`src/rtl/mdio_controlador.sv`:
```
// MDIO management master: divides clk into a free-running mdc and shifts one
// 32-bit frame out MSB first on mdc falls; read frames capture 16 bits on mdc rises.
//
// state | meaning
// IDLE  | line released; waits for a pending frame and the next mdc fall
// SEND  | write frame: driving all 32 bits
// HEAD  | read frame: driving the 16 header bits
// RECV  | read frame: line released, sampling 16 data bits on mdc rises
module mdio_controlador #(
    parameter int DIV = 2
) (
    input  logic        clk,
    input  logic        reset,
    input  logic        mdio_start,
    input  logic [31:0] t_data,
    output logic        busy,
    output logic [15:0] data_out,
    output logic        data_rdy,
    output logic        mdc,
    output logic        mdio_oe,
    output logic        mdio_out,
    input  logic        mdio_in
);

    localparam int CW = (DIV > 1) ? $clog2(DIV) : 1;
    localparam logic [CW-1:0] DIV_LAST = CW'(DIV - 1);

    typedef enum logic [1:0] {
        IDLE = 2'd0,
        SEND = 2'd1,
        HEAD = 2'd2,
        RECV = 2'd3
    } state_t;

    state_t        state, state_n;
    logic [CW-1:0] div_cnt;
    logic          mdc_q;
    logic          half_wrap, fall_ev, rise_ev;
    logic [31:0]   tx_sh, tx_sh_n;
    logic [15:0]   rx_sh, rx_sh_n;
    logic [4:0]    bit_cnt, bit_cnt_n;
    logic [4:0]    rx_cnt, rx_cnt_n;
    logic          pending, pending_n;
    logic          busy_q, busy_n;
    logic          oe_q, oe_n;
    logic          out_q, out_n;
    logic          rdy_q, rdy_n;
    logic [15:0]   dout_q, dout_n;
    logic          op_wr, op_rd;

    assign half_wrap = (div_cnt == DIV_LAST);
    assign fall_ev   = half_wrap & mdc_q;
    assign rise_ev   = half_wrap & ~mdc_q;

    // tx_sh is only unshifted while IDLE, which is the only place OP is decoded
    assign op_wr = (tx_sh[29:28] == 2'b01);
    assign op_rd = (tx_sh[29:28] == 2'b10);

    always_ff @(posedge clk) begin
        if (reset) begin
            div_cnt <= '0;
            mdc_q   <= 1'b0;
        end else if (half_wrap) begin
            div_cnt <= '0;
            mdc_q   <= ~mdc_q;
        end else begin
            div_cnt <= div_cnt + CW'(1);
        end
    end

    always_ff @(posedge clk) begin
        if (reset) begin
            state   <= IDLE;
            tx_sh   <= '0;
            rx_sh   <= '0;
            bit_cnt <= '0;
            rx_cnt  <= '0;
            pending <= 1'b0;
            busy_q  <= 1'b0;
            oe_q    <= 1'b0;
            out_q   <= 1'b0;
            rdy_q   <= 1'b0;
            dout_q  <= '0;
        end else begin
            state   <= state_n;
            tx_sh   <= tx_sh_n;
            rx_sh   <= rx_sh_n;
            bit_cnt <= bit_cnt_n;
            rx_cnt  <= rx_cnt_n;
            pending <= pending_n;
            busy_q  <= busy_n;
            oe_q    <= oe_n;
            out_q   <= out_n;
            rdy_q   <= rdy_n;
            dout_q  <= dout_n;
        end
    end

    always_comb begin
        state_n   = state;
        tx_sh_n   = tx_sh;
        rx_sh_n   = rx_sh;
        bit_cnt_n = bit_cnt;
        rx_cnt_n  = rx_cnt;
        pending_n = pending;
        busy_n    = busy_q;
        oe_n      = oe_q;
        out_n     = out_q;
        rdy_n     = 1'b0;
        dout_n    = dout_q;

        if (mdio_start && !busy_q) begin
            tx_sh_n   = t_data;
            pending_n = 1'b1;
            busy_n    = 1'b1;
        end

        case (state)
            IDLE: begin
                if (pending) begin
                    if (!op_wr && !op_rd) begin
                        pending_n = 1'b0;
                        busy_n    = 1'b0;
                    end else if (fall_ev) begin
                        oe_n      = 1'b1;
                        out_n     = tx_sh[31];
                        bit_cnt_n = '0;
                        pending_n = 1'b0;
                        state_n   = op_wr ? SEND : HEAD;
                    end
                end
            end
            SEND, HEAD: begin
                if (fall_ev) begin
                    if (state == SEND && bit_cnt == 5'd31) begin
                        oe_n    = 1'b0;
                        out_n   = 1'b0;
                        busy_n  = 1'b0;
                        state_n = IDLE;
                    end else if (state == HEAD && bit_cnt == 5'd15) begin
                        oe_n     = 1'b0;
                        out_n    = 1'b0;
                        rx_cnt_n = '0;
                        state_n  = RECV;
                    end else begin
                        bit_cnt_n = bit_cnt + 5'd1;
                        tx_sh_n   = {tx_sh[30:0], 1'b0};
                        out_n     = tx_sh[30];
                    end
                end
            end
            RECV: begin
                // publish one cycle after the 16th capture edge
                if (rx_cnt == 5'd16) begin
                    dout_n  = rx_sh;
                    rdy_n   = 1'b1;
                    busy_n  = 1'b0;
                    state_n = IDLE;
                end else if (rise_ev) begin
                    rx_sh_n  = {rx_sh[14:0], mdio_in};
                    rx_cnt_n = rx_cnt + 5'd1;
                end
            end
            default: state_n = IDLE;
        endcase
    end

    assign busy     = busy_q;
    assign data_out = dout_q;
    assign data_rdy = rdy_q;
    assign mdc      = mdc_q;
    assign mdio_oe  = oe_q;
    assign mdio_out = out_q;

endmodule

```
`config.mk`:
```
export PLATFORM = sky130hd
export DESIGN_NAME = mdio_controlador
export DESIGN_NICKNAME = d
export VERILOG_FILES = /design/src/rtl/mdio_controlador.sv
export SDC_FILE = /design/constraint.sdc
export NUM_CORES = 1
export LEC_CHECK = 0
export CAP_MARGIN = 10
export CORE_ASPECT_RATIO = 0.8
export CORE_MARGIN = 2
export CORE_UTILIZATION = 48
export CTS_CLUSTER_SIZE = 14
export DETAILED_ROUTE_END_ITERATION = 8
export PLACE_DENSITY = 0.75
export SETUP_SLACK_MARGIN = 0.2
export SLEW_MARGIN = 25
export SYNTH_ARGS = -nofsm -noshare
export SYNTH_HDL_FRONTEND = slang
export SYNTH_SLANG_ARGS = --single-unit
```
`constraint.sdc`:
```
create_clock -name clk -period 2.1 [get_ports clk]
set_input_delay 0.42 -clock clk [delete_from_list [all_inputs] [get_ports clk]]
set_output_delay 0.42 -clock clk [all_outputs]
set_load 0.01 [all_outputs]
```
Word-level counts from Yosys, hierarchy flattened:

Index checks and enable logic that the tools add are counted.
Widths: inputs -> output; s select.

* output and inout port bits: 21
* flip-flop bits (word level): 83
* word-level logic and storage cells: 114

* reduce and logical (&&, ||, !) cells: 20
* bitwise logic cells: 5
* equal/unequal tests: 19
* muxes and demuxes: 54
* $add $sub $neg: 3

Operators with widths (number)
* $mux 32: 5
* $mux 5: 11
* $mux 1: 24
* $ne 2x2->1 const B: 10
* $pmux 5 s2: 2
* $reduce_and 6->1: 3
* $mux 2: 8
* $add 5x1->5 const B: 2
* $eq 5x5->1 const B: 2
* $reduce_and 7->1: 1
* $eq 2x2->1 const B: 3
* $pmux 2 s3: 1
* $reduce_or 2->1: 3
* $eq 5x4->1 const B: 1
* $reduce_and 5->1: 1
* $eq 2x1->1 const B: 2
* $logic_and 1x1->1: 4
* $pmux 1 s2: 2
* $reduce_bool 2->1: 2
* $logic_not 1->1: 3
* $ne 3x3->1 const B: 1
* $not 1->1: 3
* $pmux 1 s3: 1
* $reduce_and 3->1: 1
* 4 further kinds: 5

Depth between registers and ports, before layout:

Gate-level depths: netlist of the first run.

* depth in word-level cells: 7
* depth in mapped cells: 8
* mapped depth without buffers: 7

Worst setup path before layout of the first run:

Ideal clock, no wire load.

* path kind: register -> register
* start: reg bit_cnt[0]
* end: reg tx_sh[22]
* library setup time: 0.137 ns
* clock period less this slack: 2.030 ns
* cell stages (with the launch flop): 9
* arrival: 1.892 ns
* path buffers: 1
* required time: 1.963 ns
* setup slack: 0.070 ns
* cells stage by stage: dfxtp_1 > ha_1 > and3_1 > ha_1 > a22oi_2 > nand3_1 > clkbuf_1 > nor2_1 > a211oi_1

* longest elaborated chain between the ends: 6
* elaborated cells between the ends (all ways): 8

Ends and longest elaborated chain
* start, declared: RTL line 41 `logic [4:0] bit_cnt, bit_cnt_n;`
* start signal, assigned: RTL line 88 `bit_cnt <= bit_cnt_n;`
* $eq 5x4->1: RTL line 140 `end else if (state == HEAD && bit_cnt == 5'd15) begin`
* $logic_and 1x1->1: RTL line 140
* $mux 32: RTL line 140
* $mux 32 (*): RTL line 135 `if (state == SEND && bit_cnt == 5'd31) begin`
* $mux 32 (*): RTL line 134 `if (fall_ev) begin`
* $mux 32 (*): RTL line 118 `case (state)`
* end signal, assigned: RTL line 86 `tx_sh <= tx_sh_n;`
* end, declared: RTL line 39 `logic [31:0] tx_sh, tx_sh_n;`

Every way passes the cells marked *; elsewhere a longest branch is shown, timed or not.
A chain may end at the register's enable or synchronous reset.

Final worst setup path of the first run:

* start: reg bit_cnt[0]
* end: reg tx_sh[24]

The elaborated chain is that of the path after synthesis.

==> results of run 1 <==
-- cells by family (layout without fill, tap and decap cells) --
group           count (synthesis)  after routing  synth area share
mux                            47             47             0.127
fa+ha+maj                      10             10            0.0339
simple gates                  134            134             0.168
compound gates                 92             92             0.172
buf+inv                        39            112            0.0501
flops                          83             83             0.450
-- worst paths after layout --
path                  endpoint  slack [ns]  depth (start not counted)
hold reg to reg   data_out[15]        0.45                          2
setup / recovery     tx_sh[24]        0.15                          8
setup reg to reg     tx_sh[24]        0.15                          8
hold / removal         div_cnt        0.43                          2
-- cell usage after synthesis, drive strengths merged (2+ instances only) --
cell / instances
dfxtp: 83
nor2: 56
mux2i: 47
nand2: 41
a211oi: 32
a21oi: 28
clkbuf: 16
buf: 11
inv: 11
ha: 10
o21ai: 9
nand2b: 5
and3: 4
nor2b: 4
nor3: 4
o31ai: 3
a2111oi: 2
a221oi: 2
a22oi: 2
and2: 2
nand3: 2
nand4: 2
nor4: 2
o21a: 2
o2bb2ai: 2
or4: 2
-- flip-flops by register name, summed over array words and instances, names as in the netlist, 2 cells and up --
signal    count
tx_sh        32
data_out     16
rx_sh        16
bit_cnt       5
rx_cnt        5
state         2
-- power by group through the flow --
stage / combinational, mW / clock, mW / sequential [mW]
CTS: 0.786 / 1.06 / 1.77
floorplan: 0.563 / 0 / 1.79
global route: 1.04 / 1.12 / 1.80
global placement: 0.760 / 0 / 1.80
finish: 0.959 / 1.03 / 1.79
detailed placement: 0.774 / 0 / 1.81
-- stage by stage --
step | hold WS (ns) | power [mW] | setup slack [ns]
detailed placement | 0.449 | 2.58 | 0.106
finish | 0.428 | 3.77 | 0.148
global placement | 0.442 | 2.56 | 0.157
floorplan | 0.432 | 2.35 | 0.212
global route | 0.441 | 3.97 | 0.0763
CTS | 0.407 | 3.62 | 0.177
-- layer usage --
metal / track usage / routed length [um] / up-vias
met4: 0.0560 / 72 / 0
met1: 0.254 / 4190 / 1476
met3: 0.0564 / 384 / 8
met5: 0 / 0 / -
met2: 0.292 / 3990 / 59
li1: - / - / 1584
-- worst max-delay path: cells and delay by family, from the launching register on --
| kind | cells | cell delay [ns] |
|---|---|---|
| compound gates | 2 | 0.39 |
| fa+ha+maj | 2 | 0.31 |
| buf+inv | 2 | 0.41 |
| flops | 1 | 0.36 |
| simple gates | 2 | 0.39 |
-- layout by cell type, fill, tap and decap left out, drive strengths merged, types with 2 or more instances in the layout --
cell and count:
dfxtp 83, nor2 56, clkdlybuf4s50 55, mux2i 47, nand2 41, a211oi 32
a21oi 28, buf 26, clkbuf 13, inv 12, ha 10, o21ai 9
nand2b 5, nor3 4, nor2b 4, and3 4, clkinvlp 3, o31ai 3
clkinv 3, nand4 2, o2bb2ai 2, o21a 2, a2111oi 2, and2 2
a22oi 2, nand3 2, a221oi 2, or4 2, nor4 2
-- timing repair --
action | 4_1_cts | 5_1_grt
gates cloned | 0 | 6
resized for setup | 9 | 52
endpoints found under the setup margin | 19 | 61
pin swaps | 8 | 8
buffers inserted | 4 | 8
-- layout make-up --
class | count | area (sq um) | share of cell area
multi-input combinational | 283 | 2100 | 0.418
sequential | 83 | 1680 | 0.333
timing repair buffer | 85 | 905 | 0.180
tap | 105 | 131 | 0.0261
clock buffer | 9 | 124 | 0.0246
clock inverter | 7 | 53.8 | 0.0107
inverter | 11 | 41.3 | 0.00820
==> results.yml, run 1 <==
sta:
  fin_crit_ns: 1.95
  grt_setup_unrepaired: "true"
  skew_ns: 0.0102
  post-route-period-util: 0.929
  maxSlewViolCount: 0
  hold_viol_final: 0
  slew-limit-headroom: 0.675
  tightestPinTransition_ns: 0.488
  setup-tns-final_ns: 0
  setup_violations: 0
  max_freq_ghz: 0.512
setup_path:
  cp_common_cell: "ha_4"
  critPathMaxFanout: 8
  r2r-start: "bit_cnt[0]"
  cp_data_required_time_ns: 2.36
  crit_path_end_kind: "register"
  critPathSlowestCell: "dfxtp_4"
  startpoint: "bit_cnt[0]"
  critPathLaunchType: "register"
  critPathKind: "register to register"
  cp_data_arrival_time_ns: 2.22
  cpPeakStageDelay_ns: 0.36
  cp_cell_sequence: "ha_4 -> and3_4 -> ha_4 -> a22oi_2 -> buf_6 -> nand3_4 -> clkbuf_16 -> a211oi_1"
floorplanning:
  fp.coreArea_sq_um: 7430
  pin_count: 57
  die_x_um: 102
  start_util: 0.498
  die_y_um: 82.5
  design.die.area_sq_um: 8420
  rows: 28
layout:
  fin_util: 0.678
  nNetsFinal: 519
  fin_cells: 583
  layout-drive-gt1-share: 0.211
  nFillCells: 604
  diodes: 0
  finalInstanceArea_sq_um: 5030
  syn_to_final_growth_pct: 36.2
drt:
  vias: 3127
  wire_per_inst_um: 14.8
  ant_nets: 0
  drtIter0Drc: 158
  first_pass_iters: 4
  drt-total-wl_um: 8630
  viasPerCell: 5.36
  drc_errors: 0
power:
  leakagePower_nw: 1.98
  irDropWorstVdd_mv: 0.468
  pwr-share-comb: 0.254
  p_sw_mw: 1.16
  p_int_mw: 2.61
  seqPwrFrac: 0.474
  swShare: 0.308
  p_per_area_nw_per_um2: 750
  clockPowerShare: 0.272
yosys:
  ys_ff_latch: 83
  avgSynthCellArea_sq_um: 9.13
  synth_area_leader_cell: "dfxtp_1"
  synth_fp_nets: 451
  postSynthCellCount: 405
  synth.top_cells.by_area: "dfxtp_1, mux2i_1, a211oi_1"
  synth_edf_count: 0
  ys_seq_area_frac: 0.450
  synthesis.area_sq_um: 3700
  yosysUniqueCellTypes: 53
  synth_top_cell_area_share: 0.450
  ys.flop_type: "dfxtp_1"
  yosys_warnings: 0
  async_flop_share: 0
grt:
  grt_max_degree: 64
  grt_pass1_vias: 2719
  overflow: 0
  antenna_found_initial: 0
  grt_use_total: 0.188
  grt_pass1_wl_um: 12500
hold_path:
  min_from: "reset"
  hold_path_class: "input pin to register"
cts:
  cts_sinks: 83
  numCtsBuffers: 9
  clk_latency_ns: 0.35
  clk_pin_slew_ns: 0.08
  clockBufferDepth: 2
  cts_tree: "yes"
  postCtsHoldBufs: 0
  cts_root_buf: "clkbuf_8"
  htreeDepth: 3
placement:
  placed_area_sq_um: 4410
  port_buffers: 56
  dp.cells: 549
  gp_congestion: 0.884
  dpl.hpwl_um: 5050
flow_run:
  cap_violations: 0
outcome:
  outcome: "finished, final reports clean"
No activity file was read; power rests on OpenSTA's default activity.
==> run 2: changes to the inputs <==
--- a/config.mk
+++ b/config.mk
@@ -8,10 +8,11 @@
 export CAP_MARGIN = 10
 export CORE_ASPECT_RATIO = 0.8
 export CORE_MARGIN = 2
-export CORE_UTILIZATION = 48
+export CORE_UTILIZATION = 54
 export CTS_CLUSTER_SIZE = 14
 export DETAILED_ROUTE_END_ITERATION = 8
-export PLACE_DENSITY = 0.75
+export MAX_ROUTING_LAYER = met4
+export PLACE_DENSITY = 0.8
 export SETUP_SLACK_MARGIN = 0.2
 export SLEW_MARGIN = 25
 export SYNTH_ARGS = -nofsm -noshare
==> constraint.sdc (replaced) <==
create_clock -name clk -period 2.2 [get_ports clk]
set_input_delay 0.44 -clock clk [delete_from_list [all_inputs] [get_ports clk]]
set_output_delay 0.44 -clock clk [all_outputs]
set_load 0.01 [all_outputs]
==> results.yml, run 2 (synthesis gave the netlist of run 1 again) <==
sta:
  slew-limit-headroom: 0.469
  post-route-period-util: 0.900
  skew_ns: 0.0140
  fin_crit_ns: 1.98
  maxSlewViolCount: 0
  setup-tns-final_ns: 0
  worst_slack_ns: 0.221
  grt_setup_unrepaired: "true"
  max_freq_ghz: 0.505
  setup_violations: 0
  hold_viol_final: 0
  hold_ws_ns: 0.456
  tightestPinTransition_ns: 0.796
placement:
  dp.cells: 527
  dpl.hpwl_um: 5100
  placed_area_sq_um: 4330
  place_worst_setup_slack_ns: 0.0560
  port_buffers: 56
  gp_congestion: 0.873
setup_path:
  cpPeakStageDelay_ns: 0.47
  cp_cell_sequence: "ha_4 -> and3_4 -> ha_1 -> and2_4 -> o21a_1 -> or4_1 -> a21oi_1"
  cp_top_family: "simple AND/OR/NAND/NOR gates"
  crit_path_end_kind: "register"
  critPathSlowestCell: "or4_1"
  critical_path_buf_inv_count: 0
  critPathLaunchType: "register"
  critPathMaxFanout: 4
  critPathKind: "register to register"
  cp_data_arrival_time_ns: 2.26
  cp_data_required_time_ns: 2.48
outcome:
  outcome: "finished, final reports clean"
drt:
  wire_per_inst_um: 14.6
  vias: 3089
  ant_nets: 0
  drc_errors: 0
  viasPerCell: 5.63
  drtIter0Drc: 139
  first_pass_iters: 4
  drt-total-wl_um: 8000
layout:
  fin_cells: 549
  largest_register: "tx_sh"
  nNetsFinal: 506
  layout_common_cells: "dfxtp_1, nor2_1, clkdlybuf4s50_1"
  largest_register_ff_count: 32
  fin_util: 0.712
  syn_to_final_growth_pct: 25.4
  finalInstanceArea_sq_um: 4630
  layout-drive-gt1-share: 0.120
  diodes: 0
  final_common_cell: "dfxtp_1"
  nFillCells: 524
floorplanning:
  design.die.area_sq_um: 7530
  rows: 26
  fp.coreArea_sq_um: 6510
  die_y_um: 78.0
  start_util: 0.568
  die_x_um: 96.5
  pin_count: 57
grt:
  grt_pass1_vias: 2929
  grt_use_total: 0.225
  grt_max_degree: 64
  grt_pass1_wl_um: 13000
  overflow: 0
  antenna_found_initial: 0
power:
  finalPower_mw: 3.47
  p_per_area_nw_per_um2: 749
  irDropWorstVdd_mv: 0.480
  leakagePower_nw: 1.86
cts:
  clockBufferDepth: 2
  clk_latency_ns: 0.36
  htreeDepth: 3
  numCtsBuffers: 9
  postCtsHoldBufs: 0
  cts_root_buf: "clkbuf_8"
  cts_tree: "yes"
  cts_sinks: 83
  clk_pin_slew_ns: 0.08
flow_run:
  cap_violations: 0
hold_path:
  hold_path_class: "register to register"
==> run 2: area by class of cell <==
class,instances,area (sq um),share of cell area
multi-input combinational,283,1940,0.418
tap,84,105,0.0227
clock inverter,6,48.8,0.0105
inverter,11,41.3,0.00891
clock buffer,10,128,0.0275
timing repair buffer,72,704,0.152
sequential,83,1670,0.360
==> run 2: final timing paths <==
kind | startpoint | endpoint | slack [ns] | depth (start not counted)
worst min register to register | data_out[10] | data_out[10] | 0.46 | 2
worst min-delay path | data_out[10] | data_out[10] | 0.46 | 2
worst max register to register | bit_cnt[0] | rx_cnt[1] | 0.22 | 7
worst max-delay path | bit_cnt[0] | rx_cnt[1] | 0.22 | 7
==> run 2: tightest hold or removal path: stages (launching register included) <==
cell     delay [ns]
dfxtp_1        0.31
nand2_1        0.05
a21oi_1        0.05
==> run 2: power by group <==
| group | switching (mW) | internal (mW) |
|---|---|---|
| Sequential | 0.0750 | 1.61 |
| Combinational | 0.409 | 0.390 |
| Clock | 0.564 | 0.419 |
| Total | 1.05 | 2.42 |
==> run 2: layer usage <==
layer	vias to the layer above	wire length [um]	track usage
met5	-	0	-
met4	0	73	0.0676
met1	1479	3740	0.286
met3	11	322	0.0660
li1	1544	-	-
met2	55	3870	0.346
==> run 2: timing repair <==
item	in CTS	in global routing
pin swaps	5	3
gates resized for setup	15	8
hold endpoints to repair	0	0
cloned	0	0
setup endpoints to repair	41	52
setup buffers	6	0
==> run 3: changes to the inputs <==
--- a/config.mk
+++ b/config.mk
@@ -14,7 +14,7 @@
 export MAX_ROUTING_LAYER = met4
 export PLACE_DENSITY = 0.8
 export SETUP_SLACK_MARGIN = 0.2
-export SLEW_MARGIN = 25
+export SLEW_MARGIN = 20
 export SYNTH_ARGS = -nofsm -noshare
 export SYNTH_HDL_FRONTEND = slang
 export SYNTH_SLANG_ARGS = --single-unit
==> results of run 3 <==
No change in the layout: final DEF, timing and power equal those of run 2.
==> RTL change 1, RTL diff (config.mk and constraints of run 2) <==
The 4 states of `state_t` get a one-hot encoding in 4 bits.
--- a/src/rtl/mdio_controlador.sv
+++ b/src/rtl/mdio_controlador.sv
@@ -25,11 +25,11 @@
     localparam int CW = (DIV > 1) ? $clog2(DIV) : 1;
     localparam logic [CW-1:0] DIV_LAST = CW'(DIV - 1);
 
-    typedef enum logic [1:0] {
-        IDLE = 2'd0,
-        SEND = 2'd1,
-        HEAD = 2'd2,
-        RECV = 2'd3
+    typedef enum logic [3:0] {
+        IDLE = 4'b0001,
+        SEND = 4'b0010,
+        HEAD = 4'b0100,
+        RECV = 4'b1000
     } state_t;
 
     state_t        state, state_n;
Function: same outputs for any inputs over 10 cycles, from zero or initial values and one cycle with reset high; not proved beyond that.
==> RTL change 1 against run 2 <==
  * Critical path depth is 2 higher
  * Setup slack got worse by 0.12 ns
  * Cell area up 11%
  * Area after synthesis rose by 3.5%
  * Wire length grew 17%
  * Total power up 16%
  * Via count increased by 6.9%
  * Sequential cell count rose by 2
  * Critical path type unchanged
  * Largest cell class unchanged
  * Largest power group unchanged
  * Highest routed layer unchanged
==> RTL change 1: results (changes against run 2) <==
grt_pass1_wl_um: 14600  # was 13,000 um
synthTopCellsByArea: "dfxtp_1 45%, mux2i_1 13%, a211oi_1 6.5%"  # unchanged
synth_commonest_cells: "85 x dfxtp_1, 60 x nor2_1, 50 x mux2i_1"  # was 83 x dfxtp_1, 56 x nor2_1, 47 x mux2i_1
slew-limit-headroom_pct: 63.0  # was 46.9%
wl_um: 9380  # was 8000 um
cp_top_family: "buffers and inverters"  # was simple AND/OR/NAND/NOR gates
placed_area_mm2: 0.00450  # was 0.00433 mm^2
synth_compound_area_share_pct: 15.3  # was 17.2%
synth_cell_type_count: 53  # unchanged
io_buffer_count: 56  # unchanged
synth_seq_area_share_pct: 44.5  # was 45.0%
syn-num-nets: 455  # was 451
hold_path_class: "primary input to register"  # was register to register
synth-xor-area-share_pct: 1.15  # was 0%
grt_use_met1_pct: 30.0  # was 28.6%
peakVddDrop_mv: 0.453  # was 0.480 mV
grt_use_met3_pct: 5.99  # was 6.60%
num_vias: 3301  # was 3,089
status: "completed"  # unchanged
grt_max_degree: 49  # was 64
place_hpwl_um: 5500  # was 5100 um
first_iter_violations: 197  # was 139
drive_above_1_share_pct: 18.9  # was 12.0%
cp_max_fo: 16  # was 4
nets: 519  # was 506
synth_fa_ha_area_share_pct: 1.96  # was 3.39%
leakagePower_uw: 0.00191  # was 0.00186 uW
reg2reg_slack_ns: 0.10  # was 0.22 ns
fill_cells: 463  # was 524
clk_pin_slew_ns: 0.09
slew_violations: 0  # unchanged
route.detailed.drc: 0  # unchanged
muxShareOfSynthArea_pct: 13.7  # was 12.7%
gp_congestion: 0.909  # was 0.873
track_usage_pct: 23.7  # was 22.5%
antenna_found_initial: 0  # unchanged
core_mm2: 0.00686  # was 0.00651 mm^2
largest_reg_flops: 32  # unchanged
cpMaxStageDelayCell: "dfxtp_2"  # was or4_1
slowest_delay_ns: 0.35  # was 0.47 ns
met2_usage_pct: 38.5  # was 34.6%
first_global_vias: 3111  # was 2,929
drt_pass1_iterations: 5  # was 4
skew_ns: 0.0110  # was 0.0140 ns
cp.arrival_ns: 2.35  # was 2.26 ns
## RTL change 1: report_power, final
part / internal (uW) / switching [uW]
Clock: 774 / 605
Sequential: 1640 / 109
Combinational: 448 / 469
## RTL change 1: layout make-up
class,instances,share of cell area [%]
repair buffers,82,17.0
clock inverters,7,2.49
multi-input cells,291,42.2
well taps,87,2.12
flip-flops and latches,85,33.2
clock buffers,9,2.41
inverters,8,0.585
## RTL change 1: worst paths after layout
path	startpoint	to	cells past startpoint
hold / removal	reset	bit_cnt[0]	4
setup / recovery	bit_cnt[1]	tx_sh[19]	9
hold reg to reg	data_out[5]	data_out[5]	2
setup reg to reg	bit_cnt[1]	tx_sh[19]	9
## RTL change 1: cells by family after synthesis
group | after synthesis
AO/OA/AOI/OAI | 83
flip-flops | 85
multiplexers | 52
XOR/XNOR | 5
AND/OR/NAND/NOR | 145
buffers and inverters | 37
adder cells (fa/ha/maj) | 6
## RTL change 1: timing repair
action | in CTS | in global routing
cloned | 3 | 2
endpoints found under the setup margin | 38 | 41
gates resized for setup | 32 | 20
buffers inserted | 5 | 0
pin swaps | 4 | 8
## RTL change 1: per-layer routing
layer | part of all wire, % | vias up
met5 | 0 | -
met2 | 50 | 99
li1 | - | 1593
met3 | 5.5 | 15
met1 | 43 | 1594
met4 | 1.4 | 0
## RTL change 1: stage by stage
step           hold slack, ns  worst slack [ns]  total power, uW  instances  utilization [%]
2_1_floorplan           0.431             0.228             2280        413                -
3_3_place_gp            0.442             0.183             2510        543             65.6
3_5_place_dp            0.448            0.0993             2530        543             65.6
4_1_cts                 0.427             0.176             3990        567             72.9
5_1_grt                 0.452            0.0602             4210        569             74.9
6_report                0.443             0.103             4040        569             74.9
==> RTL change 2, RTL diff (flow settings as in run 2) <==
Without the edit above. `DIV`: 2 -> 4.
--- a/src/rtl/mdio_controlador.sv
+++ b/src/rtl/mdio_controlador.sv
@@ -7,7 +7,7 @@
 // HEAD  | read frame: driving the 16 header bits
 // RECV  | read frame: line released, sampling 16 data bits on mdc rises
 module mdio_controlador #(
-    parameter int DIV = 2
+    parameter int DIV = 4
 ) (
     input  logic        clk,
     input  logic        reset,
Function: changed (Yosys sat finds a counterexample within 4 cycles, from zero or initial values and one cycle with reset high).
==> RTL change 2 against run 2 <==
  * Wire length decreased by 0.55%
  * Combinational power decreased by 3.8%
  * Area after synthesis increased by 1.4%
  * Die area increased by 1.3%
  * Total power increased by 1.6%
  * Setup slack got worse by 0.015 ns
  * Global-route usage decreased by 1.0 points
  * First-iteration DRC count decreased by 9.4%
  * Sequential cell count increased by 1
  * Cell area increased by 2.5%
  * Largest power group unchanged
==> RTL change 2: results (changes against run 2) <==
drive_above_1_share_pct: 14.4  # was 12.0%
antennaDiodeCount: 0  # unchanged
ys_warn_count: 0  # unchanged
track_usage_pct: 21.4  # was 22.5%
root_buffer: "clkbuf_8"  # unchanged
hold_path_class: "register to register"  # unchanged
place_hpwl_um: 5080  # was 5100 um
antenna_found_initial: 0  # unchanged
cts_buffers: 9  # unchanged
largest_reg_flops: 32  # unchanged
htree_levels: 3  # unchanged
cp_max_fo: 5  # was 4
first_iter_violations: 126  # was 139
leakagePower_uw: 0.00190  # was 0.00186 uW
cp.arrival_ns: 2.28  # was 2.26 ns
ys_async_sr_fraction_pct: 0  # unchanged
num_vias: 3071  # was 3,089
grt_max_degree: 36  # was 64
worst_slew_pin_slew_ns: 0.668  # was 0.796 ns
clock_latency_ns: 0.35
fill_cells: 543  # was 524
clock_path_buffers: 2  # unchanged
first_global_vias: 2873  # was 2,929
peakVddDrop_mv: 0.479  # was 0.480 mV
clk_pin_slew_ns: 0.08  # about the same
regMostFlops: "tx_sh"  # unchanged
syn-num-nets: 456  # was 451
io_buffer_count: 56  # unchanged
wl_um: 7960  # was 8000 um
gp_congestion: 0.844  # was 0.873
synthTopCellsByArea: "dfxtp_1 45%, mux2i_1 13%, a211oi_1 6.4%"  # was dfxtp_1 45%, mux2i_1 13%, a211oi_1 6.5%
synth_cell_type_count: 48  # was 53
drt_pass1_iterations: 4  # unchanged
grt_pass1_wl_um: 13100  # was 13,000 um
synth_commonest_cells: "84 x dfxtp_1, 55 x nor2_1, 47 x mux2i_1"  # was 83 x dfxtp_1, 56 x nor2_1, 47 x mux2i_1
nets: 513  # was 506
status: "completed"  # unchanged
skew_ns: 0.0125  # was 0.0140 ns
grt_overflow: 0  # unchanged
slowest_delay_ns: 0.43  # was 0.47 ns
synth_seq_area_share_pct: 44.9  # was 45.0%
cpMaxStageDelayCell: "or4_4"  # was or4_1
[RTL change 2: cell types whose count changed after synthesis, moves of 3 or more]
cell	run 2	this run
inv_1	11	14
nand2b_1	5	2
a21oi_1	28	25
and2_1	0	3
buf_2	6	3
a22oi_1	1	4
[RTL change 2: metrics by stage]
stage / cells / worst slack [ns] / total power, uW / instance area (um^2)
detailed placement: 536 / 0.0418 / 2390 / 4370
finish: 558 / 0.205 / 3530 / 4750
CTS: 555 / 0.167 / 3490 / 4630
global placement: 536 / 0.113 / 2370 / 4370
global route: 558 / 0.120 / 3720 / 4750
floorplan: 409 / 0.203 / 2190 / 3750
[RTL change 2: worst paths after layout]
path                   start         end  slack, ns  cells after the start
hold / removal    div_cnt[0]  div_cnt[0]       0.44                      1
setup / recovery  bit_cnt[0]  bit_cnt[3]       0.21                      8
setup reg to reg  bit_cnt[0]  bit_cnt[3]       0.21                      8
hold reg to reg   div_cnt[0]  div_cnt[0]       0.44                      1
[RTL change 2: cell type report]
class	count	area, um^2	share of cell area, %
multi-input combinational	282	1980	41.7
inverter	14	52.6	1.11
clock inverter	6	70.1	1.47
clock buffer	10	128	2.69
sequential	84	1690	35.5
tap	87	109	2.29
timing repair buffer	75	726	15.3
[RTL change 2: kinds of logic (layout without fill, tap and decap cells)]
group | count (synthesis) | in the layout | share of synthesized area, %
muxes | 48 | 48 | 12.9
adders and majority gates | 11 | 11 | 3.67
AOI/OAI and AO/OA | 89 | 89 | 16.3
and+or+nand+nor | 134 | 134 | 16.4
buffers and inverters | 43 | 105 | 5.81
DFF | 84 | 84 | 44.9
[RTL change 2: worst max-delay path: cells and delay by family, from the launching register on]
kind / cells / cell delay, ns
compound gates: 2 / 0.38
flops: 1 / 0.34
simple gates: 3 / 0.72
buf+inv: 1 / 0.17
fa+ha+maj: 2 / 0.32
[RTL change 2: report_power, final]
part / leakage (uW) / internal, uW / switching (uW)
combinational: 0.00112 / 382 / 387
sequential: 0.000685 / 1610 / 60.3
clock: 0.0000895 / 532 / 554
[RTL change 2: layer usage]
| layer | GRT usage [%] | up-vias | wire, um |
|---|---|---|---|
| met4 | 7.18 | 0 | 99 |
| met1 | 27.6 | 1420 | 3840 |
| li1 | - | 1572 | - |
| met3 | 6.14 | 12 | 347 |
| met5 | - | - | 0 |
| met2 | 32.7 | 67 | 3680 |
[RTL change 2: repair_timing]
action	4_1_cts	5_1_grt
setup endpoints to repair	54	45
endpoints found under the hold margin	0	0
setup buffers	2	3
gates cloned	1	0
pin swaps	3	6
resized for setup	11	29
